--- src/rtl/fifo_wr_arbiter.sv ---
// Round-robin burst arbiter that shares one FIFO write port among NUM_REQ valid/ready requesters.
// The write path is registered; space accounting includes the write that is still in flight.
module fifo_wr_arbiter #(
    parameter int DATA_WIDTH    = 8,
    parameter int ADDRESS_WIDTH = 4,
    parameter int NUM_REQ       = 4,
    parameter int MAX_BURST     = 4
) (
    input  logic                            wclk,
    input  logic                            sw_rst,
    input  logic [NUM_REQ-1:0]              req_valid,
    input  logic [NUM_REQ*DATA_WIDTH-1:0]   req_data,
    input  logic [NUM_REQ-1:0]              req_last,
    output logic [NUM_REQ-1:0]              req_ready,
    input  logic                            wfull,
    input  logic                            wr_almost_ful,
    input  logic [ADDRESS_WIDTH:0]          wr_level,
    output logic [DATA_WIDTH-1:0]           wdata,
    output logic                            write_enable,
    output logic [$clog2(NUM_REQ)-1:0]      grant_id,
    output logic                            busy,
    output logic                            overflow_err
);

    localparam int DEPTH = 1 << ADDRESS_WIDTH;
    localparam int IDW   = $clog2(NUM_REQ);
    localparam int CW    = $clog2(MAX_BURST + 1);
    localparam int LW    = ADDRESS_WIDTH + 2;

    typedef enum logic {IDLE, BURST} state_t;

    state_t                state_q, state_d;
    logic [IDW-1:0]        ptr_q, ptr_d;
    logic [IDW-1:0]        gnt_q, gnt_d;
    logic [CW-1:0]         cnt_q, cnt_d;
    logic                  we_q, we_d;
    logic [DATA_WIDTH-1:0] wdata_q, wdata_d;
    logic                  ovf_q, ovf_d;

    logic [DATA_WIDTH-1:0] lane [NUM_REQ];
    logic [LW-1:0]         level_sum;
    logic                  space_ok;
    logic                  accept;

    for (genvar i = 0; i < NUM_REQ; i++) begin : g_lane
        assign lane[i] = req_data[i*DATA_WIDTH +: DATA_WIDTH];
    end

    // First valid requester after p, wrapping; scanning backwards lets the nearest one win.
    function automatic logic [IDW-1:0] rr_pick(input logic [NUM_REQ-1:0] v,
                                               input logic [IDW-1:0] p);
        logic [IDW-1:0] r;
        int idx;
        r = p;
        for (int k = NUM_REQ; k >= 1; k--) begin
            idx = (int'(p) + k) % NUM_REQ;
            if (v[idx]) r = IDW'(idx);
        end
        return r;
    endfunction

    assign level_sum = LW'(wr_level) + LW'(we_q);
    assign space_ok  = !wfull && (level_sum < LW'(DEPTH));
    assign accept    = (state_q == BURST) && req_valid[gnt_q] && space_ok;
    assign req_ready = (state_q == BURST && space_ok && !sw_rst) ?
                       (NUM_REQ'(1) << gnt_q) : '0;

    always_comb begin
        state_d = state_q;
        ptr_d   = ptr_q;
        gnt_d   = gnt_q;
        cnt_d   = cnt_q;
        we_d    = 1'b0;
        wdata_d = wdata_q;
        ovf_d   = ovf_q | (we_q & wfull);
        case (state_q)
            IDLE: begin
                if (|req_valid && !wfull && !wr_almost_ful) begin
                    gnt_d   = rr_pick(req_valid, ptr_q);
                    state_d = BURST;
                end
            end
            BURST: begin
                if (accept) begin
                    we_d    = 1'b1;
                    wdata_d = lane[gnt_q];
                    // Forced rotation leaves the rest of the burst for a later grant.
                    if (req_last[gnt_q] || cnt_q == CW'(MAX_BURST - 1)) begin
                        ptr_d   = gnt_q;
                        cnt_d   = '0;
                        state_d = IDLE;
                    end else begin
                        cnt_d = cnt_q + 1'b1;
                    end
                end
            end
            default: state_d = IDLE;
        endcase
    end

    always_ff @(posedge wclk) begin
        if (sw_rst) begin
            state_q <= IDLE;
            ptr_q   <= IDW'(NUM_REQ - 1);
            gnt_q   <= '0;
            cnt_q   <= '0;
            we_q    <= 1'b0;
            wdata_q <= '0;
            ovf_q   <= 1'b0;
        end else begin
            state_q <= state_d;
            ptr_q   <= ptr_d;
            gnt_q   <= gnt_d;
            cnt_q   <= cnt_d;
            we_q    <= we_d;
            wdata_q <= wdata_d;
            ovf_q   <= ovf_d;
        end
    end

    assign wdata        = wdata_q;
    assign write_enable = we_q;
    assign grant_id     = gnt_q;
    assign busy         = (state_q == BURST);
    assign overflow_err = ovf_q;

endmodule

--- config.mk ---
export PLATFORM = sky130hd
export DESIGN_NAME = fifo_wr_arbiter
export DESIGN_NICKNAME = d
export VERILOG_FILES = /design/src/rtl/fifo_wr_arbiter.sv
export SDC_FILE = /design/constraint.sdc
export NUM_CORES = 1
export LEC_CHECK = 0
export ABC_AREA = 1
export BUFFER_PORTS_ARGS = -buffer_cell sky130_fd_sc_hd__buf_2
export CORE_MARGIN = 4
export CORE_UTILIZATION = 48
export CTS_CLUSTER_SIZE = 40
export DETAILED_ROUTE_END_ITERATION = 8
export GPL_TIMING_DRIVEN = 0
export PLACE_DENSITY = 0.82
export SLEW_MARGIN = 40
export SYNTH_ARGS = -nofsm -noshare
export SYNTH_HDL_FRONTEND = slang
export SYNTH_SLANG_ARGS = --single-unit
--- constraint.sdc ---
create_clock -name wclk -period 1.9 [get_ports wclk]
set_input_delay 0.38 -clock wclk [delete_from_list [all_inputs] [get_ports wclk]]
set_output_delay 0.38 -clock wclk [all_outputs]
set_load 0.03 [all_outputs]
==> results of run 1 <==
report_power, final:
part           switching (µW)  leakage (µW)  internal [µW]
logic                     138      0.000765           93.2
clock network             108     0.0000210            117
registers                8.75      0.000147            387
total                     254      0.000933            596
synth_stat cells:
master	number	area [µm²]
inv_1	16	60.06
buf_4	4	30.03
or3_1	1	6.260
o211ai_1	1	7.510
o21ai_0	5	25.02
o21ai_1	8	40.04
nand3_1	10	50.05
clkbuf_1	2	7.510
a21oi_2	2	17.52
o21ai_2	1	8.760
nor3_1	11	55.05
nor4_1	1	6.260
buf_2	2	10.01
nor2_1	18	67.56
a21oi_1	22	110.1
nor2_2	1	6.260
inv_2	4	15.01
dfxtp_1	18	360.4
nand2_1	74	277.8
nand2_2	4	25.02
ha_1	2	25.02
buf_6	2	22.52
o211ai_2	1	12.51
worst max-delay path, cell delays in order, from the launching register on:
cell,delay [ns]
dfxtp_4,0.39
inv_2,0.06
buf_6,0.13
buf_2,0.18
nor3_2,0.17
clkbuf_4,0.21
cells by family (layout without fill, tap and decap cells):
logic type,after synthesis,after routing,share of synthesized area (%)
simple gates,120,120,39.66
buf+inv,30,98,11.65
fa+ha+maj,2,2,2.008
compound gates,40,40,17.77
flops,18,18,28.92
repair_timing:
| action | in CTS | in global routing |
|---|---|---|
| gates resized for setup | 1 | 5 |
| pin swaps | 0 | 0 |
| setup buffers | 0 | 0 |
| setup endpoints to repair | 1 | 4 |
layer usage:
metal	vias up	track usage [%]	share of wire [%]
met3	2	2.632	6.9
met1	672	27.88	46
met2	37	33.60	47
met5	-	0	0
met4	0	3.883	0.35
li1	810	-	-
final timing paths:
check / from / endpoint / slack, ns
hold / removal: sw_rst / cnt_q[2] / 0.32
setup / recovery: grant_id[0] / req_ready[3] / 0.1
setup reg to reg: grant_id[1] / wdata[3] / 0.38
hold reg to reg: busy / write_enable / 0.47
state kept, by name, indices dropped and copies added (netlist names):
register	count
ptr_q	2
wdata	8
write_enable	1
cnt_q	3
grant_id	2
overflow_err	1
busy	1
through the flow:
step                      hold slack, ns  utilization [%]  total power, µW  area, µm²
final                             0.3165            67.17            850.5       1664
after floorplan                   0.4413                -            545.5       1256
after global placement            0.4478            65.35            631.5       1619
after CTS                         0.3130            66.87            860.7       1657
after detailed placement          0.4654            65.35            633.9       1619
after global routing              0.3063            67.17            912.5       1664
final cells by class:
cell class,count,share of cell area [%]
inverters,20,4.511
clock buffers,4,2.180
well taps,30,2.256
plain buffers,9,3.985
flip-flops and latches,18,21.95
repair buffers,65,19.85
multi-input cells,162,45.26
==> results.md, run 1 <==
* Htree depth at 1
* Register clock-pin slew on the reported worst setup and hold paths at 0.10 ns
* Count of cell types in the netlist at 23
* Worst hold path depth at 2
* Pre-CTS setup slack at 0.1877 ns
* Longest Clk Path Bufs at 2
* Routed wire length per instance at 11.05 µm
* Layout Cells excl Fill at 308
* Max Cap Viol at 0
* First-pass GRT wire length at 5595 µm
* PnR worst setup slack at 0.09833 ns
* Worst Path Max Fanout at 10
* ANT cells at 0
* Area grow syn2layout at 33.53%
* Crit path capture type: output port
* Final setup fails at 0
* Initial antenna violation count at 0
* Die width at 58.96 µm
* DRT Wirelength at 3404 µm
* R2R cell count at 7
* Clk root buf: clkbuf_4
* CTS Buf Count at 3
* Worst vdd ir at 437.4 µV
* Mapped Area at 1246 µm²
* # rows at 18
* Pwr dens at 511.1 nW/µm²
* Cts hold-fix bufs at 0
* Crit Path Category: reg2out
* Initial Util at 50.30%
* Critical Path RT at 1.52 ns
* Die height at 58.96 µm
* Largest net degree at the start of global routing at 11
* Final Hold Fails at 0
* Pre-Repair DR Iteration Count at 6
* Clock Latency Late Sink at 0.28 ns
* Status: complete, no violations
* DRC viols at 0
* Synth warn at 0
* Nets@finish at 330
* Critical path launch point type: flop
* Antenna viol nets, final at 0
* Commonest non-fill, non-tap cell in the layout: nand2_1
* Most frequent cells in the layout: 74 x nand2_1, 65 x buf_2, 22 x a21oi_1
* Max Freq at 555.0 MHz
* Vias per cell at 4.938
* Max Slew Vio Count at 0
* Leakage at 0.0009333 µW
* RSZ-0062 raised after global routing: no
* Global-route usage over all layers at 20.15%
* Rel. slew slack at 73.97%
* Cell count after synthesis at 210
* Detailed placement HPWL at 2809 µm
* I/O pin count at 66
* Clk_skew at 0.004095 ns
* RePlAce Congestion at 0.8316
* IO buf count at 65
* Syn_nets at 261
* Worst-Margin Slew at 0.3905 ns
* Multi-input gate area at 753.2 µm²
* Fill cells at 263
* Vias at 1521
* Seq. cell area at 365.4 µm²
* Crit share post-route at 94.82%
* Fin crit period at 1.802 ns
* Clock sinks at 18
* Fraction of layout instances using a drive strength above 1 at 34.17%
* Avg Cell Area, Syn at 5.934 µm²
* Cells after DPL at 305
* Crit path DAT at 1.42 ns
* Sequential cell area fraction in the yosys report at 28.92%
* Die area at 3476 µm²
* Worst hold path class: in2reg
* Synth Register Bits at 18
* Vias in the first global route at 1328
* Setup TNS at 0 ns
* CTS tree: built
* Core area at 2477 µm²
* DR iter-0 viols at 68
* Remaining Overflow, GRT at 0
(Power assumes the default switching activity.)
==> run 2: changes to the inputs <==
- CORE_UTILIZATION: 48 -> 50
- CTS_BUF_LIST: not set -> sky130_fd_sc_hd__clkbuf_8
- PLACE_DENSITY: 0.82 -> not set
- PLACE_DENSITY_LB_ADDON: not set -> 0.05
==> results.md, run 2 (synthesis results as in run 1) <==
* Crit Path Category: reg2out
* Max Freq at 555.0 MHz (about the same)
* Worst Setup EP: req_ready[3]
* Fill cells at 214 (-19%)
* Detailed placement HPWL at 2774 µm (-1.2%)
* R2R cell count at 7 (unchanged)
* Clock Latency Late Sink at 0.25 ns (-0.03 ns)
* Register share of total power at 42.9% (-3.6 points)
* Antenna viol nets, final at 0 (unchanged)
* Combinational share of power at 25.2% (-2.0 points)
* Routed wire length per instance at 11.22 µm (+1.5%)
* Worst vdd ir at 681.3 µV (+56%)
* Post-CTS sizing at 0 (-1)
* Initial Util at 54.25% (+3.9 points)
* Worst Path Max Fanout at 10 (unchanged)
* Final Hold Fails at 0 (unchanged)
* Vias at 1494 (-1.8%)
* Die width at 57.93 µm (-1.7%)
* First-pass GRT wire length at 5554 µm (-0.73%)
* Max Cap Viol at 0 (unchanged)
* Commonest non-fill, non-tap cell in the layout: nand2_1
* DRT Wirelength at 3433 µm (+0.85%)
* DR iter-0 viols at 133 (+96%)
* IO buf count at 65 (unchanged)
* Global-route usage over all layers at 20.30% (+0.15 points)
* Vias in the first global route at 1338 (+0.75%)
* CP Launch Point: grant_id[0]
* Most frequent cells in the layout: 74 x nand2_1, 67 x buf_2, 22 x a21oi_1
* Worst-Margin Slew at 0.3885 ns (-0.001945 ns)
* Nets@finish at 330 (unchanged)
* Die area at 3355 µm² (-3.5%)
* Critical path launch point type: flop
* CTS tree: built
* Clock Power Share at 32.0% (+5.6 points)
* Total Power at 923.3 µW (+8.6%)
* Area grow syn2layout at 34.14%
* Fraction of layout instances using a drive strength above 1 at 33.81% (-0.36 points)
* Remaining Overflow, GRT at 0 (unchanged)
* Fin crit period at 1.802 ns (+0.00007410 ns)
* Clock sinks at 18 (unchanged)
* Reg-to-reg slack, setup at 0.39 ns (about the same)
* RePlAce Congestion at 0.8155 (-1.9%)
* Cts hold-fix bufs at 0 (unchanged)
* Leakage at 0.0009418 µW (+0.92%)
* Clk root buf: clkbuf_8
* Core area at 2297 µm² (-7.3%)
* Crit path capture type: output port
* CTS Buf Count at 3 (unchanged)
* I/O pin count at 66 (unchanged)
* Critical Path RT at 1.52 ns (about the same)
* Setup TNS at 0 ns (unchanged)
* RR Endpoint: wdata[7]
* Die height at 57.93 µm (-1.7%)
* Register clock-pin slew on the reported worst setup and hold paths at 0.06 ns (-0.04 ns)
* Worst hold path class: in2reg
* Longest Clk Path Bufs at 2 (unchanged)
* Crit share post-route at 94.83% (about the same)
* Max reg flops at 8 (unchanged)
* Final setup fails at 0 (unchanged)
* Clk_skew at 0.004406 ns (+0.0003111 ns)
* DRC viols at 0 (unchanged)
* Setup Buffers After CTS at 0 (unchanged)
* # rows at 17 (-1)
* Initial antenna violation count at 0 (unchanged)
* Switching power total at 259.3 µW (+2.0%)
* Pwr dens at 552.3 nW/µm² (+8.1%)
* ANT cells at 0 (unchanged)
* Pre-Repair DR Iteration Count at 4 (-2)
* Largest net degree at the start of global routing at 11 (unchanged)
* RSZ-0062 raised after global routing: no
* Max Slew Vio Count at 0 (unchanged)
* Rel. slew slack at 74.10% (+0.13 points)
* Int Pwr at 664.0 µW (+11%)
* Crit Reg-Reg Startpoint: grant_id[1]
* Sw Ratio at 28.08% (-1.8 points)
* Crit path DAT at 1.42 ns (about the same)
* Status: complete, no violations
* Vias per cell at 4.882 (-1.1%)
* Htree depth at 1 (unchanged)
## run 2: cell types whose count changed in the layout (fill, tap and decap cells not counted), sizes merged
cell / change
buf: +2
clkbuf: -2
## run 2: worst max-delay path, stage by stage (launching register included)
cell	delay, ns
dfxtp_2	0.38
inv_2	0.07
buf_6	0.14
buf_2	0.19
nor3_2	0.17
buf_2	0.22
## run 2: power by group through the flow
stage / Sequential, µW / Clock (µW) / Combinational (µW)
floorplan: 419 / 0 / 126
global placement: 403 / 0 / 228
detailed placement: 404 / 0 / 231
CTS: 395 / 303 / 233
global route: 397 / 329 / 259
finish: 396 / 295 / 232
## run 2: layout make-up
cell class	instances	area, µm²	share of cell area (%)
Tap cell	28	35.03	2.096
Inverter	20	75.07	4.491
Multi-Input combinational cell	162	753.2	45.06
Sequential cell	18	361.6	21.63
Clock buffer	4	55.05	3.293
Timing Repair Buffer	65	325.3	19.46
Buffer	9	66.31	3.967
## run 2: per-stage QoR
| stage | area [µm²] | hold slack (ns) | std cells | setup WS (ns) | utilization [%] |
|---|---|---|---|---|---|
| after floorplan | 1256 | 0.4413 | 210 | 0.1074 | - |
| after global placement | 1617 | 0.4459 | 303 | 0.1936 | 70.37 |
| after detailed placement | 1617 | 0.4674 | 303 | 0.1890 | 70.37 |
| after CTS | 1672 | 0.3551 | 307 | 0.01569 | 72.77 |
| after global routing | 1672 | 0.3575 | 306 | 0.02456 | 72.77 |
| final | 1672 | 0.3556 | 306 | 0.09825 | 72.77 |
## run 2: worst min path at each step
stage                 startpoint            to  slack, ns  depth (start not counted)
floorplan               cnt_q[1]      cnt_q[1]       0.44                          2
global placement    overflow_err  overflow_err       0.45                          2
detailed placement      cnt_q[2]      cnt_q[2]       0.47                          2
CTS                       sw_rst      cnt_q[2]       0.36                          2
global route              sw_rst      cnt_q[2]       0.36                          2
finish                    sw_rst      cnt_q[2]       0.36                          2
## run 2: routing by layer
metal  global-route usage, %  share of wire [%]
met5                       0                  0
met4                   4.636               0.41
met3                   4.009                7.9
met2                   32.58                 45
met1                   27.94                 46
==> run 3: changes to the inputs <==
- CORE_UTILIZATION: 50 -> 48
- CTS_BUF_LIST: sky130_fd_sc_hd__clkbuf_8 -> not set
==> results.md, run 3 (synthesis results as in run 1) <==
* DRT Wirelength at 3326 µm (-3.1%)
* Sw Ratio at 30.04% (+2.0 points)
* Vias per cell at 4.841 (-0.85%)
* Final Hold Fails at 0 (unchanged)
* Critical path launch point type: flop
* Vias at 1491 (-0.20%)
* Initial antenna violation count at 0 (unchanged)
* Switching power total at 256.2 µW (-1.2%)
* Routed wire length per instance at 10.80 µm (-3.7%)
* Largest net degree at the start of global routing at 11 (unchanged)
* WL met3 at 281 µm (+4.1%)
* Htree depth at 1 (unchanged)
* Pwr dens at 513.7 nW/µm² (-7.0%)
* Crit Path Category: reg2out
* Seq. cell area at 361.6 µm² (unchanged)
* Fill cells at 252 (+18%)
* Int Pwr at 596.7 µW (-10%)
* Cts hold-fix bufs at 0 (unchanged)
* Die height at 58.96 µm (+1.8%)
* Antenna viol nets, final at 0 (unchanged)
* Multi-input gate area at 755.7 µm² (+0.33%)
* Setup TNS at 0 ns (unchanged)
* Combinational share of power at 27.1% (+1.9 points)
* Fin crit period at 1.829 ns (+0.02755 ns)
* Crit path DAT at 1.45 ns (+0.03 ns)
* Max Freq at 546.7 MHz (-1.5%)
* Top Metal Used: met4
* Most frequent cells in the layout: 73 x nand2_1, 66 x buf_2, 22 x a21oi_1
* Setup Buffers After CTS at 0 (unchanged)
* Clock sinks at 18 (unchanged)
* RSZ-0062 raised after global routing: no
* Layout Utilization at 67.02% (-5.7 points)
* ANT cells at 0 (unchanged)
* Die width at 58.96 µm (+1.8%)
* Max reg flops at 8 (unchanged)
* Clk root buf: clkbuf_4
* Global-route usage over all layers at 20.00% (-0.30 points)
* Routed wl met2 at 1367 µm (-12%)
* Clk_skew at 0.01261 ns (+0.008207 ns)
* Final setup fails at 0 (unchanged)
* Worst-Margin Slew at 0.3851 ns (-0.003396 ns)
* Crit path capture type: output port
* Register share of total power at 46.3% (+3.4 points)
* Longest Clk Path Bufs at 2 (unchanged)
* Max Slew Vio Count at 0 (unchanged)
* Max Cap Viol at 0 (unchanged)
* Fraction of layout instances using a drive strength above 1 at 34.17% (+0.36 points)
* Status: complete, no violations
* Worst hold path class: in2reg
* Critical Path RT at 1.52 ns (about the same)
* CTS Buf Count at 3 (unchanged)
* # rows at 18 (+1)
* Register clock-pin slew on the reported worst setup and hold paths at 0.10 ns (+0.04 ns)
* Worst vdd ir at 633.1 µV (-7.1%)
* First-pass GRT wire length at 5520 µm (-0.61%)
* Pre-Repair DR Iteration Count at 4 (unchanged)
* Nets@finish at 330 (unchanged)
* Most frequent CP cell: buf_2
* Leakage at 0.0009341 µW (-0.82%)
* Initial Util at 50.30% (-3.9 points)
* Detailed placement HPWL at 2725 µm (-1.8%)
* Vias in the first global route at 1279 (-4.4%)
* Commonest non-fill, non-tap cell in the layout: nand2_1
* Core area at 2477 µm² (+7.8%)
* Clock Latency Late Sink at 0.29 ns (+0.04 ns)
* Crit share post-route at 96.28% (+1.4 points)
* Crit path cell chain: inv_2 -> buf_6 -> buf_2 -> nor3_2 -> buf_2
* Crit path max-delay cell type: dfxtp_2
* CTS tree: built
* I/O pin count at 66 (unchanged)
* IO buf count at 65 (unchanged)
* DRC viols at 0 (unchanged)
* Met1 wire length at 1638 µm (+2.9%)
* Remaining Overflow, GRT at 0 (unchanged)
* Die area at 3476 µm² (+3.6%)
* Rel. slew slack at 74.32% (+0.23 points)
* Clock Power Share at 26.6% (-5.4 points)
* Worst Path Max Fanout at 10 (unchanged)
* Largest stage delay on the critical path at 0.39 ns (about the same)
* RePlAce Congestion at 0.8400 (+3.0%)
* Area grow syn2layout at 33.23%
* DR iter-0 viols at 89 (-33%)
[run 3: power groups by stage]
stage / sequential [µW] / combinational (µW) / clock, µW
floorplan: 419 / 126 / 0
global placement: 403 / 229 / 0
detailed placement: 404 / 231 / 0
CTS: 395 / 232 / 235
global route: 397 / 260 / 251
finish: 395 / 231 / 227
[run 3: critical path, delay by kind of cell, from the launching register on]
family / cells / cell delay [ns]
flops: 1 / 0.39
simple gates: 1 / 0.16
buf+inv: 4 / 0.60
[run 3: per-stage QoR]
step / total power (µW) / worst slack [ns] / hold WS (ns) / instances / instance area, µm²
after floorplan: 545.5 / 0.1074 / 0.4413 / 210 / 1256
after global placement: 632.4 / 0.1921 / 0.4463 / 305 / 1619
after detailed placement: 634.2 / 0.1986 / 0.4619 / 305 / 1619
after CTS: 863.0 / 0.02393 / 0.3020 / 309 / 1657
after global routing: 908.0 / 0.005054 / 0.3089 / 308 / 1660
final: 853.0 / 0.07071 / 0.3110 / 308 / 1660
[run 3: worst paths after layout]
| kind | slack [ns] | end | startpoint | cells past startpoint |
|---|---|---|---|---|
| hold / removal | 0.31 | cnt_q[2] | sw_rst | 2 |
| hold reg to reg | 0.48 | overflow_err | overflow_err | 2 |
| setup reg to reg | 0.40 | wdata[5] | grant_id[1] | 7 |
| setup / recovery | 0.07 | req_ready[3] | grant_id[0] | 5 |
[run 3: routing by layer]
| metal | GRT usage [%] | vias up |
|---|---|---|
| met4 | 5.825 | 0 |
| li1 | - | 808 |
| met2 | 29.02 | 48 |
| met5 | 0 | - |
| met1 | 30.96 | 630 |
| met3 | 1.974 | 5 |
[run 3: repair_timing]
action	4_1_cts	5_1_grt
gates resized for setup	1	3
endpoints found under the hold margin	0	0
pin swaps	0	0
setup endpoints to repair	1	3
[run 3: layout make-up]
cell class / count / share of cell area, %
tap: 30 / 2.261
clock buffer: 4 / 2.185
sequential: 18 / 21.78
timing repair buffer: 65 / 19.74
multi-input combinational: 162 / 45.52
buffer: 9 / 3.994
inverter: 20 / 4.521
